### config.mk
export PLATFORM = sky130hd
export DESIGN_NAME = bram_port_arbiter
export DESIGN_NICKNAME = d
export VERILOG_FILES = /design/src/rtl/bram_arb_pkg.sv /design/src/rtl/bram_arb_tag_pipe.sv /design/src/rtl/bram_port_arbiter.sv
export SDC_FILE = /design/constraint.sdc
export NUM_CORES = 1
export LEC_CHECK = 0
export ABC_AREA = 1
export BUFFER_PORTS_ARGS = -buffer_cell sky130_fd_sc_hd__buf_2
export CORE_AREA = 2 2 120 122
export CTS_CLUSTER_DIAMETER = 40
export DETAILED_ROUTE_END_ITERATION = 6
export DIE_AREA = 0 0 122 124
export SETUP_SLACK_MARGIN = 0.05
export SYNTH_ARGS = -nofsm -noshare
export SYNTH_HDL_FRONTEND = slang
export SYNTH_HIERARCHICAL = 1
export SYNTH_SLANG_ARGS = --single-unit
### constraint.sdc
create_clock -name i_clk -period 8.2 [get_ports i_clk]
set_clock_uncertainty 0.05 [all_clocks]
set_input_delay 1.23 -clock i_clk [delete_from_list [all_inputs] [get_ports i_clk]]
set_output_delay 1.23 -clock i_clk [all_outputs]
set_load 0.02 [all_outputs]
### src/rtl/bram_arb_pkg.sv
// Shared types and helpers for the BRAM port arbiter.
package bram_arb_pkg;

   localparam int unsigned LOCK_CNT_W = 16;
   // Widest supported requester set; rr_pick works on this width.
   localparam int unsigned MAX_REQ    = 8;
   localparam int unsigned MAX_PTR_W  = 3;

   typedef enum logic [0:0] {
      IDLE,
      LOCKED
   } arb_state_e;

   // One-hot winner: first set bit of req scanning upward from ptr, modulo n.
   function automatic logic [MAX_REQ-1:0] rr_pick(
      input logic [MAX_REQ-1:0]   req,
      input logic [MAX_PTR_W-1:0] ptr,
      input int unsigned          n
   );
      logic [MAX_REQ-1:0] oh;
      logic [3:0]         idx;
      oh = '0;
      for (int k = 0; k < int'(MAX_REQ); k++) begin
         idx = 4'(ptr) + 4'(k);
         if (idx >= 4'(n)) begin
            idx = idx - 4'(n);
         end
         if ((k < int'(n)) && (oh == '0) && req[idx[2:0]]) begin
            oh[idx[2:0]] = 1'b1;
         end
      end
      return oh;
   endfunction

endpackage

### src/rtl/bram_arb_tag_pipe.sv
// Read-tag delay line: carries the one-hot requester tag of each read for
// DEPTH cycles so it lines up with the BRAM output. Synchronous clear.
module bram_arb_tag_pipe
   import bram_arb_pkg::*;
#(
   parameter int unsigned DEPTH = 1,
   parameter int unsigned WIDTH = 3
) (
   input  logic             i_clk,
   input  logic             i_rst,
   input  logic [WIDTH-1:0] i_tag,
   output logic [WIDTH-1:0] o_tag
);

   logic [WIDTH-1:0] r_stage [DEPTH];

   // Shift tags one stage per cycle; reset drops every in-flight read.
   always_ff @(posedge i_clk) begin
      if (i_rst) begin
         for (int i = 0; i < int'(DEPTH); i++) begin
            r_stage[i] <= '0;
         end
      end else begin
         r_stage[0] <= i_tag;
         for (int i = 1; i < int'(DEPTH); i++) begin
            r_stage[i] <= r_stage[i-1];
         end
      end
   end

   assign o_tag = r_stage[DEPTH-1];

endmodule

### src/rtl/bram_port_arbiter.sv
// Round-robin arbiter sharing one BRAM port among NUM_REQ requesters, with
// optional locked bursts and tagged read return.
// Optional conflict statistics counter enabled by macro BRAM_ARB_STATS_EN.
module bram_port_arbiter
   import bram_arb_pkg::*;
#(
   parameter int unsigned NUM_REQ      = 3,
   parameter int unsigned ADDR_WIDTH   = 17,
   parameter int unsigned DATA_WIDTH   = 32,
   parameter int unsigned READ_LATENCY = 1,
   parameter int unsigned MAX_LOCK     = 64
) (
   input  logic                          i_clk,
   input  logic                          i_rst,
   input  logic [NUM_REQ-1:0]            i_req,
   input  logic [NUM_REQ-1:0]            i_lock,
   input  logic [NUM_REQ-1:0]            i_we,
   input  logic [NUM_REQ*ADDR_WIDTH-1:0] i_addr,
   input  logic [NUM_REQ*DATA_WIDTH-1:0] i_wdata,
   output logic [NUM_REQ-1:0]            o_gnt,
   output logic [NUM_REQ-1:0]            o_rvalid,
   output logic [DATA_WIDTH-1:0]         o_rdata,
   output logic [ADDR_WIDTH-1:0]         o_mem_addr,
   output logic [DATA_WIDTH-1:0]         o_mem_din,
   output logic                          o_mem_we,
   input  logic [DATA_WIDTH-1:0]         i_mem_dout,
   output logic                          o_locked,
   output logic [31:0]                   o_conflict_cnt
);

   localparam int unsigned PTR_W = $clog2(NUM_REQ);

   arb_state_e              r_state, w_state_d;
   logic [PTR_W-1:0]        r_rr_ptr, w_rr_ptr_d;
   logic [PTR_W-1:0]        r_owner, w_owner_d;
   logic [LOCK_CNT_W-1:0]   r_lock_cnt, w_lock_cnt_d;
   logic [ADDR_WIDTH-1:0]   r_addr_shadow;

   logic [MAX_REQ-1:0]      w_req_ext;
   logic [MAX_REQ-1:0]      w_pick;
   logic [NUM_REQ-1:0]      w_gnt;
   logic [PTR_W-1:0]        w_gnt_idx;
   logic                    w_gnt_any;
   logic [NUM_REQ-1:0]      w_rd_tag;
   logic [LOCK_CNT_W-1:0]   w_cnt_inc;
   logic                    w_cnt_hit;

   function automatic logic [PTR_W-1:0] ptr_next(input logic [PTR_W-1:0] p);
      return (p == PTR_W'(NUM_REQ - 1)) ? '0 : p + 1'b1;
   endfunction

   // Round-robin candidate, computed from the requests and the pointer.
   always_comb begin
      w_req_ext                = '0;
      w_req_ext[NUM_REQ-1:0]   = i_req;
      w_pick                   = rr_pick(w_req_ext, MAX_PTR_W'(r_rr_ptr), NUM_REQ);
   end

   // FSM state register plus the datapath registers it owns.
   always_ff @(posedge i_clk) begin
      if (i_rst) begin
         r_state       <= IDLE;
         r_rr_ptr      <= '0;
         r_owner       <= '0;
         r_lock_cnt    <= '0;
         r_addr_shadow <= '0;
      end else begin
         r_state       <= w_state_d;
         r_rr_ptr      <= w_rr_ptr_d;
         r_owner       <= w_owner_d;
         r_lock_cnt    <= w_lock_cnt_d;
         r_addr_shadow <= o_mem_addr;
      end
   end

   // Next-state logic: lock entry from IDLE, release conditions in LOCKED.
   always_comb begin
      w_state_d    = r_state;
      w_rr_ptr_d   = r_rr_ptr;
      w_owner_d    = r_owner;
      w_lock_cnt_d = r_lock_cnt;
      w_cnt_inc    = (r_lock_cnt == '1) ? r_lock_cnt : r_lock_cnt + 1'b1;
      // Release on the grant that brings the burst length up to MAX_LOCK.
      w_cnt_hit    = (MAX_LOCK != 0) && (32'(w_cnt_inc) >= MAX_LOCK);
      unique case (r_state)
         IDLE: begin
            if (w_gnt_any) begin
               w_rr_ptr_d = ptr_next(w_gnt_idx);
               // With MAX_LOCK==1 the first grant already uses the whole budget.
               if (i_lock[w_gnt_idx] && (MAX_LOCK != 1)) begin
                  w_state_d    = LOCKED;
                  w_owner_d    = w_gnt_idx;
                  w_lock_cnt_d = LOCK_CNT_W'(1);
               end
            end
         end
         LOCKED: begin
            if (!i_req[r_owner]) begin
               w_state_d  = IDLE;
               w_rr_ptr_d = ptr_next(r_owner);
            end else begin
               w_lock_cnt_d = w_cnt_inc;
               if (!i_lock[r_owner] || w_cnt_hit) begin
                  w_state_d  = IDLE;
                  w_rr_ptr_d = ptr_next(r_owner);
               end
            end
         end
         default: w_state_d = IDLE;
      endcase
   end

   // Output logic: grant, winner decode and BRAM port mux.
   always_comb begin
      w_gnt = '0;
      if (!i_rst) begin
         if (r_state == IDLE) begin
            w_gnt = w_pick[NUM_REQ-1:0];
         end else if (i_req[r_owner]) begin
            w_gnt[r_owner] = 1'b1;
         end
      end
      w_gnt_idx = '0;
      for (int i = 0; i < int'(NUM_REQ); i++) begin
         if (w_gnt[i]) begin
            w_gnt_idx = PTR_W'(i);
         end
      end
      w_gnt_any = |w_gnt;
      if (w_gnt_any) begin
         o_mem_addr = i_addr[int'(w_gnt_idx)*ADDR_WIDTH +: ADDR_WIDTH];
         o_mem_din  = i_wdata[int'(w_gnt_idx)*DATA_WIDTH +: DATA_WIDTH];
         o_mem_we   = i_we[w_gnt_idx];
      end else begin
         o_mem_addr = r_addr_shadow;
         o_mem_din  = '0;
         o_mem_we   = 1'b0;
      end
      w_rd_tag = (w_gnt_any && !i_we[w_gnt_idx]) ? w_gnt : '0;
      o_gnt    = w_gnt;
      o_locked = (r_state == LOCKED);
   end

   bram_arb_tag_pipe #(
      .DEPTH (READ_LATENCY),
      .WIDTH (NUM_REQ)
   ) u_tag_pipe (
      .i_clk (i_clk),
      .i_rst (i_rst),
      .i_tag (w_rd_tag),
      .o_tag (o_rvalid)
   );

   assign o_rdata = i_mem_dout;

`ifdef BRAM_ARB_STATS_EN
   logic [31:0] r_conflict_cnt;
   logic        w_multi_req;

   // A conflict is any cycle with two or more requests, granted or not.
   always_comb begin
      w_multi_req = ($countones(i_req) >= 2);
   end

   // Saturating conflict counter.
   always_ff @(posedge i_clk) begin
      if (i_rst) begin
         r_conflict_cnt <= '0;
      end else if (w_multi_req && (r_conflict_cnt != '1)) begin
         r_conflict_cnt <= r_conflict_cnt + 1'b1;
      end
   end

   assign o_conflict_cnt = r_conflict_cnt;
`else
   assign o_conflict_cnt = '0;
`endif

endmodule

==> results of run 1 <==
## final timing paths
check / depth (start not counted) / slack (ns) / end
max reg2reg: 18 / 4.38 / r_lock_cnt[6]
max: 17 / 2.92 / o_mem_addr[7]
min: 2 / 0.45 / r_addr_shadow[16]
min reg2reg: 2 / 0.45 / r_addr_shadow[16]
## logic make-up (layout without fill, tap and decap cells)
group | count (synthesis) | after routing | share of synthesized area [%]
simple gates | 439 | 439 | 44.8
buf+inv | 170 | 296 | 22.3
compound gates | 78 | 78 | 10.4
flops | 41 | 41 | 19.2
xor+xnor | 7 | 7 | 1.43
fa+ha+maj | 6 | 6 | 1.75
other cells | 1 | 32 | 0.0877
## power by group through the flow
stage               Clock, W  Combinational [W]  Sequential, W
floorplan                  0            0.00184       0.000308
global placement           0            0.00235       0.000326
detailed placement         0            0.00236       0.000326
CTS                 0.000210            0.00236       0.000323
global route        0.000220            0.00262       0.000333
finish              0.000206            0.00235       0.000322
## state kept, by name (all words and copies together) (netlist names)
name and flops:
o_locked 1, u_tag_pipe/r_stage 3, r_rr_ptr 2, r_addr_shadow 17, r_lock_cnt 16, r_owner 2
## layout by cell type, fill, tap and decap left out, types with 4 or more instances in the layout
cell	instances
buf_2	214
nand2_1	212
nor2_1	127
inv_1	66
nand3_1	53
dfxtp_1	41
o21ai_0	37
conb_1	32
o22ai_1	18
nor3_1	12
inv_2	7
a21oi_1	7
xor2_1	7
nand3_2	6
nor3_2	6
ha_1	6
nand4_1	5
clkbuf_16	5
nand2_2	4
o21ai_1	4
## cell type report
type	count	area, um2
sequential	41	821
fill	1573	8550
inverter	74	280
clock inverter	3	25.0
multi-input combinational	562	2620
clock buffer	5	125
tap	180	225
timing repair buffer	214	1070
## stage by stage
step / instance area, um2 / std cells / util, %
after floorplan: 4390 / 773 / -
after global placement: 5020 / 1071 / 36.6
after detailed placement: 5020 / 1071 / 36.6
after CTS: 5170 / 1079 / 37.7
after global routing: 5170 / 1079 / 37.7
final: 5170 / 1079 / 37.7
## synthesized netlist by cell type, types with 2 or more instances
cell type / instances / area (um2)
buf_4: 69 / 518
inv_1: 66 / 248
nand2_1: 212 / 796
o21ai_0: 37 / 185
o21ai_1: 4 / 20.0
nand3b_1: 2 / 15.0
xor2_1: 7 / 61.3
nand4_2: 2 / 25.0
nand4_1: 5 / 31.3
inv_2: 7 / 26.3
nor2_1: 127 / 477
nand2_2: 4 / 25.0
o21ai_2: 3 / 26.3
nand3_2: 6 / 60.1
buf_6: 5 / 56.3
o22ai_1: 18 / 113
nand3_4: 2 / 35.0
dfxtp_1: 41 / 821
a21oi_1: 7 / 35.0
nor3_2: 6 / 60.1
clkbuf_1: 8 / 30.0
buf_2: 14 / 70.1
o211ai_1: 2 / 15.0
nand3_1: 53 / 265
nor3_1: 12 / 60.1
nor2_2: 3 / 18.8
a31oi_1: 3 / 18.8
ha_1: 6 / 75.1
## layer usage
layer  vias up  GRT usage, %
met4         0          3.81
met3        10          3.34
li1       2554             -
met5         -             0
met1      2140          22.3
met2       165          31.1
## critical path, delay by kind of cell
family	cells	cell delay (ns)
buffers and inverters	5	0.85
AND/OR/NAND/NOR	10	1.57
AO/OA/AOI/OAI	2	0.32
==> out/summary.txt, run 1 <==
DP Worst Slack: 2.92 ns
DR WL met2: 7.21 mm
IO Count: 311
Slew headroom: 44.7%
max_cap viols: 0
port bufs: 214
mean post-synth cell area: 5.77 um2
clk sinks: 41
Setup TNS Final: 0 ns
pwr/cell area: 556 mW/mm2
clock latency on the worst-skew pair: 0.29 ns
CTS Buffer Depth: 2
Seq pwr share: 11.2%
Unique masters post-synth: 39
CTS resizes: 0
Met3 Wirelength: 737 um
Final min period: 5.28 ns
clock-pin slew on the worst setup and hold paths: 0.06 ns
fraction of registers with async set/reset: 0%
Slowest-stage cell, CP: nor2_8
vias: 4869
post-route setup slack: 2.92 ns
antenna viol nets, final: 0
Final nets: 1094
vias in the first global route: 4350
RSZ-0062 raised after global routing: no
Sw Share: 62.2%
uppermost layer routed: met4
YS warnings: 6
run status: finished, final reports clean
Critical Path Fanout Max: 34
worst vdd ir: 0.000360 V
Net Sw Power: 0.00179 W
Wirelength per Cell: 13.1 um
root buf cell: clkbuf_16
min-delay src: r_addr_shadow[16]
Post-CTS Setup Inserts: 0
part of the power in the clock network: 7.2%
Slew @ Worst Pin: 0.829 ns
number of synthesized flops with an enable pin: 0
Inserted Clock Buffers: 5
RR Startpoint: r_rr_ptr[0]
initial antenna violation count: 0
Period Utilization, post-route: 64.4%
global-route wire length before repair: 21.4 mm
Core Area: 0.0137 mm2
drt first-iter violations: 245
row count: 43
hold slack: 0.451 ns
Worst Setup SP: i_req[2]
worst path cell trace: buf_2 -> nand2_1 -> nand2_1 -> o211ai_1 -> nand4_1 -> and2_1 -> nand3_1 -> nand2_2 -> nand2_4 -> inv_4 -> nor2_8 -> inv_2 -> o22ai_1 -> nor2_1 -> nor2_1 -> inv_1 -> buf_2
Primary FF master, synth: dfxtp_1
CTS tree: built
P_leak: 2.87 nW
mapped cell area: 0.00428 mm2
wl on met1: 6.01 mm
Pwr Total: 0.00287 W
Max Clk Rate: 0.190 GHz
largest net degree at the start of global routing: 68
HP Class: reg -> reg
startpoint types: primary input
final setup fails: 0
Pint: 0.00109 W
combinational power share: 81.6%
layout cell share with drive strength beyond 1: 28.9%
Synth Instances: 742
Total GRT Usage: 17.6%
gr ovfl total: 0
max-slew violation count: 0
die height: 124 um
DIE WIDTH: 122 um
number of hold buffers added after cts: 0
gp weighted congestion: 0.871
CP endpoint kind: output port
crit-path max cell delay: 0.46 ns
WP data required: 6.92 ns
H-tree Lvls: 2
Area growth, synth to finish: 20.8%
starting density of the core: 31.2%
DRC viols: 0
ant diodes: 0
worst path arrival time: 4.00 ns
final hold vios: 0
DRT Pass-1 Iters: 5
WL final: 14.1 mm
critical path class: in -> out
Avg Vias per Cell: 4.51
Yosys reg bits: 41
Final HPWL DP: 11.1 mm
post-synthesis sequential area ratio: 19.2%
Die ar.: 0.0151 mm2
Note: power is estimated with default switching activity, not from simulation.
==> run 2: changes to the inputs <==
==> constraint.sdc (replaced) <==
create_clock -name i_clk -period 5.3 [get_ports i_clk]
set_clock_uncertainty 0.05 [all_clocks]
set_input_delay 0.795 -clock i_clk [delete_from_list [all_inputs] [get_ports i_clk]]
set_output_delay 0.795 -clock i_clk [all_outputs]
set_load 0.02 [all_outputs]
==> out/summary.txt, run 2 (synthesis results as in run 1) <==
Wirelength per Cell: 12.8 um
design area: 0.00524 mm2
Slew headroom: 50.8%
commonest non-fill, non-tap cell in the layout: buf_2
port bufs: 214
Slew @ Worst Pin: 0.738 ns
vias: 4878
worst path cell trace: inv_1 -> ha_1 -> inv_2 -> nand2_1 -> nand3_2 -> a21oi_2 -> nand4_1 -> and2_1 -> nand3_1 -> nand2_2 -> nand2_4 -> inv_4 -> nor2_8 -> inv_2 -> o22ai_1 -> nor2_1 -> nor2_1 -> inv_1 -> buf_2
most frequent cells in the layout: buf_2 (214), nand2_1 (212), nor2_1 (127)
drt first-iter violations: 227
Max Clk Rate: 0.212 GHz
Slowest-stage cell, CP: nor2_8
Post-CTS Setup Inserts: 0
initial antenna violation count: 0
worst vdd ir: 0.000453 V
top flop regs: r_addr_shadow: 17 flops, r_lock_cnt: 16 flops, u_tag_pipe/r_stage: 3 flops
max reg flops: 17
CP endpoint kind: output port
DRT Pass-1 Iters: 5
Register-to-Register Path Depth: 18
Most flops, register: r_addr_shadow
largest net degree at the start of global routing: 52
Setup TNS Final: 0 ns
die height: 124 um
vias in the first global route: 4193
DRC viols: 0
ant diodes: 0
layout cell share with drive strength beyond 1: 29.2%
FF+latch area: 821 um2
Multi-input gate area: 0.00262 mm2
worst path arrival time: 3.87 ns
clock latency on the worst-skew pair: 0.29 ns
Final nets: 1098
HP Class: reg -> reg
gp weighted congestion: 0.878
FF-to-FF setup slack: 1.64 ns
Critical Path Fanout Max: 34
max_cap viols: 0
CTS resizes: 0
critical path class: reg -> out
Critical R2R Capture: r_lock_cnt[10]
pwr/cell area: 865 mW/mm2
post-route setup slack: 0.585 ns
H-tree Lvls: 2
clock-pin slew on the worst setup and hold paths: 0.06 ns
Period Utilization, post-route: 89.0%
gr ovfl total: 0
RSZ-0062 raised after global routing: no
Avg Vias per Cell: 4.50
global-route wire length before repair: 21.0 mm
Pwr Total: 0.00453 W
WHS Path Cells: 2
fill count: 1534
row count: 43
min-delay src: r_addr_shadow[16]
Area growth, synth to finish: 22.5%
root buf cell: clkbuf_16
run status: finished, final reports clean
Top delay family on crit path: simple AND/OR/NAND/NOR gates
clk sinks: 41
Final min period: 4.72 ns
final hold vios: 0
antenna viol nets, final: 0
starting density of the core: 31.2%
WL final: 13.9 mm
Die ar.: 0.0151 mm2
number of hold buffers added after cts: 0
Critical path buffers and inverters: 6
Hold EP: r_addr_shadow[16]
Inserted Clock Buffers: 5
placed cell area: 0.00505 mm2
RR Startpoint: r_rr_ptr[0]
Core Area: 0.0137 mm2
CTS Buffer Depth: 2
max-slew violation count: 0
final setup fails: 0
WP data required: 4.45 ns
crit-path max cell delay: 0.47 ns
IO Count: 311
Final HPWL DP: 11.1 mm
DP Worst Slack: 0.913 ns
Total GRT Usage: 17.2%
DIE WIDTH: 122 um
P_leak: 2.91 nW
CTS tree: built
startpoint types: register
## run 2: cell count changes in the layout (fill, tap and decap cells not counted), sizes merged
cell	change
inv	-1
bufinv	+2
clkinvlp	-1
buf	+4
## run 2: worst register-to-register path: stages (launching register included)
cell	delay (ns)
dfxtp_1	0.39
inv_1	0.10
ha_1	0.41
inv_2	0.10
nand2_1	0.06
nand3_2	0.08
nand2_1	0.07
nand4_1	0.11
nand3_1	0.11
nor2_2	0.20
nand3_1	0.09
nand3_1	0.11
nand3_2	0.20
nand3_4	0.51
nand2_2	0.13
o21ai_2	0.61
nand2_1	0.12
nand2_1	0.09
nor2_1	0.03
## run 2: power breakdown
part | internal, W | total (W) | switching (W)
Combinational | 0.00110 | 0.00366 | 0.00255
Clock | 0.000271 | 0.000397 | 0.000126
Sequential | 0.000414 | 0.000480 | 0.0000660
## run 2: worst max path at each step
stage                      startpoint       endpoint  slack, ns  cells past startpoint
after floorplan           r_rr_ptr[0]  o_mem_din[30]       1.90                     17
after global placement       i_req[1]  o_mem_addr[7]       0.97                     18
after detailed placement  r_rr_ptr[0]  o_mem_addr[7]       0.91                     19
after CTS                 r_rr_ptr[0]  o_mem_addr[2]       0.61                     19
after global routing      r_rr_ptr[0]  o_mem_addr[8]       0.17                     19
final                     r_rr_ptr[0]  o_mem_addr[2]       0.58                     19
## run 2: stage by stage
| step | utilization (%) | hold slack (ns) | std cells |
|---|---|---|---|
| after floorplan | - | 0.407 | 773 |
| after global placement | 36.8 | 0.432 | 1075 |
| after detailed placement | 36.8 | 0.433 | 1075 |
| after CTS | 38.2 | 0.453 | 1083 |
| after global routing | 38.2 | 0.496 | 1083 |
| final | 38.2 | 0.447 | 1083 |
## run 2: cell type report
type / count / share of cell area [%]
clock buffer: 5 / 2.39
timing repair buffer: 218 / 21.0
inverter: 74 / 5.35
multi-input combinational: 562 / 50.0
clock inverter: 3 / 1.31
sequential: 41 / 15.7
tap: 180 / 4.30
## run 2: per-layer routing
layer  up-vias  part of all wire [%]  track usage [%]
li1       2561                     -                -
met1      2118                    42             22.2
met2       189                    51             30.4
met3        10                   6.1             2.70
met4         0                   1.2             3.66
met5         -                     0                0
==> run 3: changes to the inputs <==
--- a/config.mk
+++ b/config.mk
@@ -6,11 +6,12 @@
 export NUM_CORES = 1
 export LEC_CHECK = 0
 export ABC_AREA = 1
-export BUFFER_PORTS_ARGS = -buffer_cell sky130_fd_sc_hd__buf_2
-export CORE_AREA = 2 2 120 122
+export BUFFER_PORTS_ARGS = -buffer_cell sky130_fd_sc_hd__buf_4
+export CORE_AREA = 3 3 120 122
 export CTS_CLUSTER_DIAMETER = 40
 export DETAILED_ROUTE_END_ITERATION = 6
-export DIE_AREA = 0 0 122 124
+export DIE_AREA = 0 0 123 125
+export PLACE_DENSITY = 0.67
 export SETUP_SLACK_MARGIN = 0.05
 export SYNTH_ARGS = -nofsm -noshare
 export SYNTH_HDL_FRONTEND = slang
==> constraint.sdc (replaced) <==
create_clock -name i_clk -period 3.8 [get_ports i_clk]
set_clock_uncertainty 0.05 [all_clocks]
set_input_delay 0.57 -clock i_clk [delete_from_list [all_inputs] [get_ports i_clk]]
set_output_delay 0.57 -clock i_clk [all_outputs]
set_load 0.02 [all_outputs]
==> out/summary.txt, run 3 (synthesis results as in run 1) <==
Setup TNS Final: 0 ns
Final min period: 3.61 ns
Max Clk Rate: 0.277 GHz
run status: finished, final reports clean
Net Sw Power: 0.00418 W
Inserted Clock Buffers: 5
worst vdd ir: 0.000571 V
top flop regs: r_addr_shadow: 17 flops, r_lock_cnt: 16 flops, u_tag_pipe/r_stage: 3 flops
Area growth, synth to finish: 42.5%
final core occ: 45.8%
design area: 0.00610 mm2
Total GRT Usage: 19.2%
root buf cell: clkbuf_16
CP endpoint kind: output port
P_leak: 3.20 nW
starting density of the core: 32.2%
gp weighted congestion: 0.891
number of hold buffers added after cts: 0
hold slack: 0.453 ns
Final HPWL DP: 12.3 mm
ant diodes: 0
vias in the first global route: 4768
crit-path max cell delay: 0.35 ns
clk sinks: 41
clock-pin slew on the worst setup and hold paths: 0.07 ns
Avg Vias per Cell: 4.56
drt first-iter violations: 224
Core Area: 0.0133 mm2
pwr/cell area: 1230 mW/mm2
HP Class: reg -> reg
worst path arrival time: 2.99 ns
max-slew violation count: 0
Final nets: 1121
part of the power in the clock network: 6.7%
RSZ-0062 raised after global routing: no
combinational power share: 84.4%
DRC viols: 0
Die ar.: 0.0154 mm2
final hold vios: 0
layout cell share with drive strength beyond 1: 32.3%
Top delay family on crit path: simple AND/OR/NAND/NOR gates
initial antenna violation count: 0
antenna viol nets, final: 0
IO Count: 311
Slowest-stage cell, CP: dfxtp_2
max_cap viols: 0
final setup fails: 0
port bufs: 214
vias: 5029
commonest non-fill, non-tap cell in the layout: buf_4
max reg flops: 17
Period Utilization, post-route: 95.0%
placed cell area: 0.00567 mm2
Pint: 0.00334 W
Critical path buffers and inverters: 7
most frequent cells in the layout: buf_4 (232), nand2_1 (211), nor2_1 (126)
worst path cell trace: inv_1 -> ha_4 -> inv_2 -> nand2_1 -> nand3_2 -> a21oi_2 -> nand4_1 -> nand2_2 -> nor2_4 -> nand3_1 -> nand2_2 -> nand2_8 -> inv_4 -> nor2_8 -> buf_12 -> clkbuf_16 -> nand2_1 -> nand3_1 -> nand2_1 -> inv_1 -> buf_4
Seq pwr share: 8.9%
H-tree Lvls: 2
Sw Share: 55.6%
Wirelength per Cell: 14.4 um
Critical Path Fanout Max: 16
cell mode on critical path: nand2_1
DIE WIDTH: 123 um
gr ovfl total: 0
Most flops, register: r_addr_shadow
CTS tree: built
WP data required: 3.18 ns
DRT Pass-1 Iters: 4
fill count: 1388
CTS Buffer Depth: 2
WL final: 15.9 mm
clock latency on the worst-skew pair: 0.29 ns
global-route wire length before repair: 23.7 mm
row count: 42
die height: 125 um
critical path class: reg -> out
startpoint types: register
largest net degree at the start of global routing: 34
## run 3: routing by layer
layer / vias up / routed length (um) / GRT usage (%)
met5: - / 0 / 0
met4: 0 / 302 / 4.82
met3: 19 / 953 / 3.84
met2: 189 / 8460 / 35.6
met1: 2203 / 6150 / 22.2
li1: 2618 / - / -
## run 3: power groups by stage
stage | Sequential [W] | Combinational (W) | Clock [W]
3_5_place_dp | 0.000671 | 0.00588 | 0
2_1_floorplan | 0.000664 | 0.00398 | 0
6_report | 0.000671 | 0.00635 | 0.000503
4_1_cts | 0.000666 | 0.00601 | 0.000514
3_3_place_gp | 0.000671 | 0.00587 | 0
5_1_grt | 0.000687 | 0.00696 | 0.000526
## run 3: final cells by class
cell class                      instances  area [um2]  share of cell area, %
Tap cell                              176         220                   3.61
Clock inverter                          3        46.3                  0.759
Multi-Input combinational cell        563        2700                   44.3
Timing Repair Buffer                  240        1880                   30.9
Inverter                               74         293                   4.80
Clock buffer                            5         125                   2.05
Sequential cell                        41         826                   13.5
## run 3: worst min-delay path, delay by kind of cell, from the launching register on
kind	cells	cell delay, ns
compound gates	1	0.07
simple gates	1	0.07
flops	1	0.33
## run 3: through the flow
stage	power [W]	instances	worst slack, ns
2_1_floorplan	0.00464	773	0.629
3_3_place_gp	0.00654	1079	0.357
3_5_place_dp	0.00656	1079	0.277
4_1_cts	0.00719	1090	0.110
5_1_grt	0.00817	1102	0.0355
6_report	0.00752	1102	0.191
## run 3: path summary, 6_finish.rpt
check	startpoint	to	slack, ns	cells past startpoint
setup / recovery	r_rr_ptr[0]	o_mem_din[19]	0.19	21
hold / removal	r_addr_shadow[14]	r_addr_shadow[14]	0.45	2
setup reg to reg	r_rr_ptr[1]	r_lock_cnt[12]	0.89	20
hold reg to reg	r_addr_shadow[14]	r_addr_shadow[14]	0.45	2
## run 3: what timing repair did
item	4_1_cts	5_1_grt
buffers inserted	2	11
gates resized for setup	9	22
endpoints found under the setup margin	38	47
pin swaps	1	4
cloned	1	1
